===== src/rtl/s_cpu_sequencer.sv =====
// s_cpu_sequencer: SPC700 micro-state sequencer with branch conditions, RUN/WAIT/SLEEP/STOP modes, cycle count; optional watchdog via S_SEQ_WATCHDOG_EN
module s_cpu_sequencer #(
  parameter int STATE_W  = 7,
  parameter int OPFETCH  = 0,
  parameter int PSW_W    = 8,
  parameter int N_BIT    = 7,
  parameter int V_BIT    = 6,
  parameter int Z_BIT    = 1,
  parameter int C_BIT    = 0,
  parameter int CNT_W    = 4,
  parameter int WDOG_MAX = 15
) (
  input  logic               clk_i,
  input  logic               rst_n_i,
  input  logic               cpu_en_i,
  input  logic               bus_ready_i,
  input  logic [STATE_W-1:0] next_state_i,
  input  logic [3:0]         cond_sel_i,
  input  logic [PSW_W-1:0]   psw_i,
  input  logic [7:0]         bit_in_i,
  input  logic [2:0]         bit_sel_i,
  input  logic               cnt_zero_i,
  input  logic               sleep_req_i,
  input  logic               stop_req_i,
  input  logic               irq_i,
  output logic [STATE_W-1:0] state_o,
  output logic [1:0]         mode_o,
  output logic               cond_false_o,
  output logic               instr_done_o,
  output logic [CNT_W-1:0]   instr_cycles_o,
  output logic               wdog_hang_o
);
  typedef enum logic [1:0] {RUN, WAIT, SLEEP, STOP} mode_e;
  localparam logic [STATE_W-1:0] OPF = STATE_W'(OPFETCH);
  mode_e              mode_q, mode_d;
  logic [STATE_W-1:0] state_q, state_d;
  logic [CNT_W-1:0]   cnt_q, cnt_d, cyc_q, cyc_d, cnt_inc;
  logic               done_q, done_d, run, adv, fin, unused_ok;
  assign run     = (mode_q == RUN) || (mode_q == WAIT);
  assign adv     = cpu_en_i & bus_ready_i & run;
  assign fin     = adv && (next_state_i == OPF) && (state_q != OPF);
  assign cnt_inc = &cnt_q ? cnt_q : cnt_q + 1'b1;
  assign unused_ok = ^{psw_i, WDOG_MAX[0]};
`ifdef S_SEQ_WATCHDOG_EN
  logic hang_q, hang_d;
`endif
  // next micro-state, mode and cycle accounting
  always_comb begin
    state_d = state_q;
    mode_d  = mode_q;
    cnt_d   = cnt_q;
    cyc_d   = cyc_q;
    done_d  = 1'b0;
    if (run && cpu_en_i) begin
      cnt_d   = cnt_inc;
      mode_d  = bus_ready_i ? RUN : WAIT;
      state_d = bus_ready_i ? next_state_i : state_q;
    end
    if (fin) begin
      done_d = 1'b1;
      cyc_d  = cnt_inc;
      cnt_d  = '0;
      mode_d = stop_req_i ? STOP : sleep_req_i ? SLEEP : RUN;
    end
    if (mode_q == SLEEP && irq_i && cpu_en_i) mode_d = RUN;
`ifdef S_SEQ_WATCHDOG_EN
    hang_d = hang_q;
    if (run && state_q != OPF && cnt_q == CNT_W'(WDOG_MAX)) begin
      state_d = OPF;
      mode_d  = RUN;
      cnt_d   = '0;
      cyc_d   = cyc_q;
      done_d  = 1'b0;
      hang_d  = 1'b1;
    end
`endif
  end
  // sequencer state registers
  always_ff @(posedge clk_i or negedge rst_n_i) begin
    if (!rst_n_i) begin
      state_q <= OPF;
      mode_q  <= RUN;
      cnt_q   <= '0;
      cyc_q   <= '0;
      done_q  <= 1'b0;
    end else begin
      state_q <= state_d;
      mode_q  <= mode_d;
      cnt_q   <= cnt_d;
      cyc_q   <= cyc_d;
      done_q  <= done_d;
    end
  end
`ifdef S_SEQ_WATCHDOG_EN
  // sticky hang flag, cleared only by reset
  always_ff @(posedge clk_i or negedge rst_n_i) begin
    if (!rst_n_i) hang_q <= 1'b0;
    else          hang_q <= hang_d;
  end
  assign wdog_hang_o = hang_q;
`else
  assign wdog_hang_o = 1'b0;
`endif
  // branch-not-taken decode
  always_comb begin
    cond_false_o = 1'b0;
    case (cond_sel_i)
      4'd1:        cond_false_o = ~psw_i[Z_BIT];
      4'd2:        cond_false_o =  psw_i[Z_BIT];
      4'd3:        cond_false_o = ~psw_i[C_BIT];
      4'd4:        cond_false_o =  psw_i[C_BIT];
      4'd5:        cond_false_o = ~psw_i[V_BIT];
      4'd6:        cond_false_o =  psw_i[V_BIT];
      4'd7:        cond_false_o = ~psw_i[N_BIT];
      4'd8:        cond_false_o =  psw_i[N_BIT];
      4'd9:        cond_false_o = ~bit_in_i[bit_sel_i];
      4'd10:       cond_false_o =  bit_in_i[bit_sel_i];
      4'd11, 4'd12: cond_false_o = cnt_zero_i;
      default:     cond_false_o = 1'b0;
    endcase
  end
  assign state_o        = state_q;
  assign mode_o         = mode_q;
  assign instr_done_o   = done_q;
  assign instr_cycles_o = cyc_q;
endmodule


===== config.mk =====
export PLATFORM = sky130hd
export DESIGN_NAME = s_cpu_sequencer
export DESIGN_NICKNAME = d
export VERILOG_FILES = /design/src/rtl/s_cpu_sequencer.sv
export SDC_FILE = /design/constraint.sdc
export NUM_CORES = 1
export LEC_CHECK = 0
export BUFFER_PORTS_ARGS = -buffer_cell sky130_fd_sc_hd__buf_2
export CAP_MARGIN = 10
export CORE_MARGIN = 2
export CORE_UTILIZATION = 30
export DETAILED_ROUTE_END_ITERATION = 12
export GPL_ROUTABILITY_DRIVEN = 0
export PLACE_DENSITY = 0.66
export SLEW_MARGIN = 30
export SYNTH_ARGS = -nofsm -noshare
export SYNTH_HDL_FRONTEND = slang
export SYNTH_SLANG_ARGS = --single-unit

===== constraint.sdc =====
create_clock -name clk_i -period 2.7 [get_ports clk_i]
set_clock_uncertainty 0.2 [all_clocks]
set_input_delay 0.81 -clock clk_i [delete_from_list [all_inputs] [get_ports clk_i]]
set_output_delay 0.81 -clock clk_i [all_outputs]
set_load 0.02 [all_outputs]

==> After elaboration in Yosys (flattened, before gate mapping) <==
Cells that the tools add are included.
Widths: inputs -> output; s select.
{ "classes": {"addsub": 1, "order_cmp": 1, "eq_ne": 14, "n_mux": 13, "bitwise_logic": 7, "n_reduce_logical": 14} }
{ "ops": {"columns": ["op", "n"], "rows": [
  ["$eq 4x4->1 const B", 5],
  ["$eq 4x3->1 const B", 4],
  ["$mux 4", 3],
  ["$pmux 1 s11", 1],
  ["$mux 2", 5],
  ["$eq 4x2->1 const B", 2],
  ["$logic_not 7->1", 1],
  ["$reduce_bool 7->1", 1],
  ["$logic_and 1x1->1", 5],
  ["$not 1->1", 5],
  ["$add 4x1->4 const B", 1],
  ["$eq 4x1->1 const B", 1],
  ["$lt 3x4->1 const B", 1],
  ["$reduce_and 4->1", 1],
  ["$bmux 1 s3", 1],
  ["$mux 1", 3],
  ["$reduce_bool 3->1", 1],
  ["$and 1x1->1", 2],
  ["$eq 2x1->1 const B", 1],
  ["$eq 2x2->1 const B", 1],
  ["$logic_not 2->1", 1],
  ["$reduce_and 2->1", 1],
  ["$reduce_bool 2->1", 1],
  ["$reduce_or 2->1", 1],
  ["$logic_or 1x1->1", 1]
]} }
{ "word_totals": {"reg_bits": 18, "in_bits": 38, "output_inout_bits": 16, "wordCells": 55} }

==> Longest topological paths before layout <==
Gate-level depths: netlist (run 1).
{ "depth": {"word_depth": 7, "ltp_mapped": 6, "ltp_nobuf": 5} }

==> Worst setup path before layout (run 1) <==
No wires, ideal clock.
{ "synth_path": {"path_kind": "input port to output port", "from": "in bit_sel_i[0]", "to": "out cond_false_o", "t_arrival_ns": 2.142, "t_required_ns": 1.690, "slack_ns": -0.452, "stages": 4, "n_path_buf": 0, "path_cell_list": "mux4_2 -> mux2i_1 -> a21oi_1 -> o32ai_1"} }
{ "synth_between": {"elab_chain_len": 4} }
{ "synth_lines": {"columns": ["element", "line_no", "text"], "rows": [
  ["start, declared", "21", "input logic [2:0] bit_sel_i,"],
  ["$bmux 1 s3 (*)", "116, 117", null],
  ["$mux 1 (not written as such) (*)", "116, 117", null],
  ["$not 1->1", "116", "4'd9: cond_false_o = ~bit_in_i[bit_sel_i];"],
  ["$pmux 1 s11 (*)", "107", "case (cond_sel_i)"],
  ["end, declared", "28", "output logic cond_false_o,"]
]} }
Every way passes the cells marked *; elsewhere a longest branch is shown, timed or not. The select of a mux whose other input is x is not followed.

==> Worst setup path after layout (run 1) <==
Same ends and word-level chain as after synthesis.

==> results of run 1 <==
## what timing repair did
| item | in CTS | in global routing |
|---|---|---|
| resized for setup | 4 | 1 |
| pin swaps | 3 | 0 |
| endpoints found under the setup margin | 1 | 1 |
## sequential cells by signal, indices dropped and copies added, names as in the netlist
signal	flops
state_o	7
cnt_q	4
instr_cycles_o	4
mode_o	2
instr_done_o	1
## cell type report
type,count,area [µm²]
Sequential cell,18,450.4
Tap cell,46,57.56
Multi-Input combinational cell,71,554.3
Fill cell,318,1902
Timing Repair Buffer,54,297.8
Clock buffer,3,22.52
## power groups by stage
| stage | Combinational, W | Sequential [W] | Clock, W |
|---|---|---|---|
| after floorplan | 0.000140 | 0.000391 | 0 |
| after global placement | 0.000244 | 0.000370 | 0 |
| after detailed placement | 0.000255 | 0.000373 | 0 |
| after CTS | 0.000257 | 0.000369 | 0.000139 |
| after global routing | 0.000285 | 0.000379 | 0.000149 |
| final | 0.000257 | 0.000369 | 0.000130 |
## final timing paths
path / from / end / slack, ns / depth (start not counted)
max: bit_sel_i[0] / cond_false_o / -0.40 / 7
min: rst_n_i / instr_cycles_o[0]$_DFFE_PN0P_ / 0.24 / 1
max reg2reg: state_o[2]$_DFFE_PN0P_ / cnt_q[0]$_DFFE_PN0P_ / 0.66 / 6
min reg2reg: instr_cycles_o[3]$_DFFE_PN0P_ / instr_cycles_o[3]$_DFFE_PN0P_ / 0.28 / 2
max in group asynchronous: rst_n_i / state_o[2]$_DFFE_PN0P_ / 1.78 / 1
min in group clk_i: instr_cycles_o[3]$_DFFE_PN0P_ / instr_cycles_o[3]$_DFFE_PN0P_ / 0.28 / 2
## per-stage QoR
step	TNS (ns)	total power, W	worst slack, ns	utilization (%)	cell area, µm²
after floorplan	-0.2721	0.0005304	-0.2721	-	1023
after global placement	-0.4396	0.0006144	-0.4396	40.91	1344
after detailed placement	-0.4733	0.0006287	-0.4733	40.91	1344
after CTS	-0.3796	0.0007649	-0.3796	41.98	1379
after global routing	-0.4758	0.0008135	-0.4758	42.10	1383
final	-0.4012	0.0007562	-0.4012	42.10	1383
## critical path: stages
cell	delay (ns)
buf_8	0.08
mux4_2	0.50
mux2i_2	0.19
nor3b_1	0.07
a21oi_1	0.17
o32ai_2	0.10
buf_4	0.17
## per-layer routing
metal / track usage [%] / up-vias / wire length (µm)
met5: 0 / - / 0
met3: 4.529 / 8 / 140
met2: 23.23 / 38 / 1279
met1: 14.86 / 448 / 993
met4: 5.556 / 0 / 74
li1: - / 456 / -
## placed cells by master (no fill, tap or decap), drive strengths merged
cell / instances
conb: 1
or4: 3
o311a: 1
nand3: 3
nand2: 8
dfrtp: 18
o21ai: 8
mux2i: 7
a32o: 1
a21oi: 5
ha: 1
a21boi: 1
o31ai: 1
o32ai: 1
or3: 1
a21o: 1
nand4b: 1
nand2b: 2
nor4: 3
mux4: 2
mux2: 7
buf: 54
nand3b: 2
xnor2: 1
nor2b: 1
clkbuf: 3
nor3b: 2
nor2: 4
a31oi: 1
and2b: 1
and2: 1
## cells by family after synthesis
| logic type | count (synthesis) | share of synthesized area [%] |
|---|---|---|
| AND/OR/NAND/NOR | 32 | 19.83 |
| AO/OA/AOI/OAI | 20 | 12.07 |
| flip-flops | 18 | 44.33 |
| multiplexers | 16 | 19.09 |
| buffers and inverters | 3 | 2.217 |
| adder cells (fa/ha/maj) | 1 | 1.231 |
| other | 1 | 0.3691 |
| XOR/XNOR | 1 | 0.8622 |
==> reports/qor_table.md, run 1 <==
| Quantity | Value |
| --- | --- |
| Status | finished with violations |
| Failing checks | setup timing |
| Maximum vdd ir drop | 0.2895 mV |
| Critical Path RT | 1.69 ns |
| Gate power share | 34.0% |
| Total routing resource utilization after global routing | 13.33% |
| Worst-path maximum fanout | 2 |
| Worst EP arrival | 2.09 ns |
| Max-cap check violation count | 0 |
| Synthesized area | 1016 µm² |
| Switching power share of the total | 34.20% |
| Sequential fraction of design power | 48.8% |
| Number of primary I/O pins | 54 |
| Mapped Nets | 131 |
| Detailed-route vias per instance | 4.948 |
| Count leader, synth | dfrtp_1 |
| Rows | 21 |
| Layout net count | 187 |
| Number of pins exceeding their max-slew limit in the final report | 0 |
| ANT nets after route | 0 |
| Detailed-router iteration count before antenna repair | 4 |
| Leakage power total | 0.6619 nW |
| Total vias in the final route | 950 |
| Detailed-route wire length | 2487 µm |
| Leftover overflow at the end of global routing | 0 |
| DRC marker count from the first detailed-route iteration | 55 |
| Leading cell types by count after synthesis | dfrtp_1, o21ai_0, mux2_2, mux2i_1, nand2_1 |
| Clock tree from TritonCTS | built |
| Num Clock Sinks | 18 |
| Cell internal power dissipation | 0.0004975 W |
| Core region area | 3284 µm² |
| Count of hold buffers inserted by post-cts repair | 0 |
| Unrepaired setup endpoints after global routing | true |
| Initial core utilization | 30.93% |
| Post-route worst hold slack | 0.2365 ns |
| Mean post-synth cell area | 11.04 µm² |
| Number of enable-type register cells in the synthesized netlist | 0 |
| Gate count of the mapped netlist | 92 |
| Number of different library cells in the post-synthesis netlist | 35 |
| Clock share of power | 17.2% |
| Hold Path Class | input pin to async pin |
| Global-route wire length before repair | 4133 µm |
| Via count of the first global-routing pass | 961 |
| Critical Path End Type | output pin |
| DRC violation count after routing | 0 |
| Share of the synthesized area in the top cell type | 44.33% |
| Largest net degree at the start of global routing | 19 |
| Source-to-sink clock delay at the later pin of the worst-skew pair | 0.28 ns |
| Fraction of final layout cells with drive strength greater than 1 | 50.00% |
| Finish-stage setup viols | 1 |
| Count of buffers added by post-CTS timing repair for setup | 0 |
| Clock-pin transition on the worst setup and hold timing paths | 0.10 ns |
| Initial antenna violation count | 0 |
| Count of yosys warnings during synthesis | 0 |
| Maximum achievable frequency | 322.5 MHz |
| Slack of the critical path | -0.4012 ns |
| Area growth syn-to-layout | 36.08% |
| Switching pwr | 0.0002586 W |
| Master cell of the clock root buffer | clkbuf_4 |
| Flop and latch count out of synthesis | 18 |
| Number of hold violations in the final report | 0 |
| Share of flip-flops with an asynchronous set or reset | 100.0% |
| Half-perimeter wire length of the detailed placement result | 2044 µm |
| Sequential share of the synthesized area | 44.33% |
| Antenna diode instance count | 0 |
| Cell accounting for the most synthesized area | dfrtp_1 |
| Filler-free cell count of the finished design | 192 |
| Classification of the worst setup path | input pin to output pin |
| Commonest register cell after synthesis | dfrtp_1 |
| Die height | 62.20 µm |
| Leading post-synthesis cells by cell area | dfrtp_1, mux2_2, mux2i_1, mux4_2, o21ai_0 |
| Avg WL per Cell | 12.95 µm |
| Number of clock buffers inserted by TritonCTS | 3 |
| Ratio of final minimum period to clock period | 114.9% |
| H-tree depth reported by CTS | 1 |
| Areal power density over the cells | 546.9 nW/µm² |
| Width of the die | 62.20 µm |
| Total placed cells including tap cells | 189 |
| Buffer depth of the longest clock path | 2 |
| Final period demand of the worst path | 3.101 ns |
| Port buffer count | 48 |
| CP startpoint kind | input pin |
| Die Outline Area | 3868 µm² |
Power figures use the tool's default switching activity.
==> run 2: changes to the inputs <==
==> constraint.sdc (replaced) <==
create_clock -name clk_i -period 3.4 [get_ports clk_i]
set_clock_uncertainty 0.2 [all_clocks]
set_input_delay 1.02 -clock clk_i [delete_from_list [all_inputs] [get_ports clk_i]]
set_output_delay 1.02 -clock clk_i [all_outputs]
set_load 0.02 [all_outputs]
==> run 2 against run 1 <==
The run still ends with setup timing left. Routed wire length is 11% lower. Sequential share of layout area up 0.15 points. Clock-buffer cell count increased by 1. Via count is 6.7% lower. Flip-flop and latch count unchanged. Largest power group unchanged.
==> reports/qor_table.md, run 2 (synthesis results as in run 1) <==
| Quantity | Value |
| --- | --- |
| Status | finished with violations |
| Failing checks | setup timing |
| Port buffer count | 48 |
| Initial antenna violation count | 0 |
| Initial core utilization | 30.93% |
| Detailed-route wire length | 2208 µm |
| Unrepaired setup endpoints after global routing | true |
| Detailed-route vias per instance | 4.713 |
| Num Clock Sinks | 18 |
| Master cell of the clock root buffer | clkbuf_4 |
| DRC violation count after routing | 0 |
| Maximum vdd ir drop | 0.2697 mV |
| Worst EP arrival | 2.30 ns |
| Peak per-stage delay on the critical path | 0.51 ns |
| Core region area | 3284 µm² |
| Avg WL per Cell | 11.74 µm |
| Ratio of final minimum period to clock period | 103.5% |
| Internal reg-to-reg setup slack | 1.23 ns |
| Leakage power total | 0.6486 nW |
| Areal power density over the cells | 452.0 nW/µm² |
| Launch point of the worst reg-to-reg path | mode_o[1]$_DFFE_PN0P_ |
| Source-to-sink clock delay at the later pin of the worst-skew pair | 0.29 ns |
| Number of pins exceeding their max-slew limit in the final report | 0 |
| Total vias in the final route | 886 |
| Global-route wire length before repair | 3698 µm |
| Standard cell with the maximum stage delay on the critical path | mux4_2 |
| Area growth syn-to-layout | 35.47% |
| Total Power | 0.0006220 W |
| Buffer depth of the longest clock path | 2 |
| Via count of the first global-routing pass | 844 |
| Finish-stage setup viols | 1 |
| Reg2Reg Capture Point | cnt_q[1]$_DFFE_PN0P_ |
| Critical Path RT | 2.18 ns |
| Rows | 21 |
| Clock tree from TritonCTS | built |
| Critical Path, Cell by Cell | buf_8, mux4_2, mux2i_4, a21oi_2, o32ai_2, buf_4 |
| Largest net degree at the start of global routing | 19 |
| H-tree depth reported by CTS | 1 |
| Critical Path End Type | output pin |
| CP startpoint kind | input pin |
| Clock-pin transition on the worst setup and hold timing paths | 0.10 ns |
| Leading cell types in the layout, fill and taps excluded | buf_2, dfrtp_1, o21ai_0 |
| Count of buffers added by post-CTS timing repair for setup | 0 |
| Total routing resource utilization after global routing | 12.13% |
| Final period demand of the worst path | 3.518 ns |
| Width of the die | 62.20 µm |
| Number of hold violations in the final report | 0 |
| Max-cap check violation count | 0 |
| Maximum achievable frequency | 284.3 MHz |
| Hold Path Cell Cnt | 2 |
| Layout net count | 182 |
| Classification of the worst setup path | input pin to output pin |
| Hold endpoint | instr_cycles_o[3]$_DFFE_PN0P_ |
| Worst-path maximum fanout | 2 |
| Fraction of final layout cells with drive strength greater than 1 | 50.00% |
| Half-perimeter wire length of the detailed placement result | 1808 µm |
| Antenna diode instance count | 0 |
| Layout Utilization | 41.90% |
| Hold Crit Start | instr_cycles_o[3]$_DFFE_PN0P_ |
| Detailed-router iteration count before antenna repair | 4 |
| Number of clock buffers inserted by TritonCTS | 3 |
| Max reg flops | 7 |
| Slack of the critical path | -0.1177 ns |
| Die Outline Area | 3868 µm² |
| Hold Path Class | flop to flop |
| Most common library cell in the layout ignoring fill and taps | buf_2 |
| Worst r2r path cells | 5 |
| ANT nets after route | 0 |
| Die height | 62.20 µm |
| DRC marker count from the first detailed-route iteration | 21 |
| Leftover overflow at the end of global routing | 0 |
| Number of primary I/O pins | 54 |
[run 2: cell types whose count changed in the layout (fill, tap and decap cells not counted), sizes merged]
cell    delta
buf        -5
clkbuf     +1
[run 2: timing repair]
item / 4_1_cts / 5_1_grt
endpoints found under the setup margin: 1 / 1
pin swaps: 2 / 2
hold buffers: 0 / 0
resized for setup: 4 / 4
cloned: 0 / 0
[run 2: metrics by stage]
stage,instance area [µm²],std cells,hold slack [ns],setup TNS (ns),setup slack [ns]
floorplan,1023,92,0.3026,0,0.007880
CTS,1355,188,0.2926,-0.1534,-0.1534
global placement,1306,184,0.2595,-0.1587,-0.1587
detailed placement,1306,184,0.2658,-0.2000,-0.2000
finish,1376,188,0.2835,-0.1177,-0.1177
global route,1376,188,0.3112,-0.1778,-0.1778
[run 2: worst max path at each step]
stage               cells past startpoint    startpoint  slack, ns            to
floorplan                               4  bit_sel_i[0]      0.008  cond_false_o
global placement                        6  bit_sel_i[0]      -0.16  cond_false_o
finish                                  6  bit_sel_i[0]      -0.12  cond_false_o
CTS                                     6  bit_sel_i[0]      -0.15  cond_false_o
detailed placement                      6  bit_sel_i[0]      -0.20  cond_false_o
global route                            6  bit_sel_i[0]      -0.18  cond_false_o
[run 2: final cells by class]
cell class | count | area [µm²]
flip-flops and latches | 18 | 450.4
multi-input cells | 71 | 571.8
well taps | 46 | 57.56
repair buffers | 49 | 260.3
fillers | 338 | 1908
clock buffers | 4 | 36.28
[run 2: metal layers]
metal | GRT usage, % | share of wire [%] | wire [µm] | vias up
met3 | 4.891 | 7.8 | 173 | 2
met2 | 20.92 | 50 | 1097 | 34
li1 | - | - | - | 443
met1 | 13.92 | 42 | 917 | 407
met5 | 0 | 0 | 0 | -
met4 | 3.333 | 0.86 | 19 | 0
[run 2: where the power goes]
part           switching, W  internal [W]  leakage (nW)  total, W
clock network     0.0000661     0.0000652        0.0210  0.000131
logic              0.000101     0.0000987         0.404  0.000199
registers         0.0000385      0.000253         0.224  0.000291
[run 2: critical path: cells and delay by family]
family	cells	cell delay [ns]
AOI/OAI and AO/OA	2	0.33
muxes	2	0.69
buffers and inverters	2	0.26
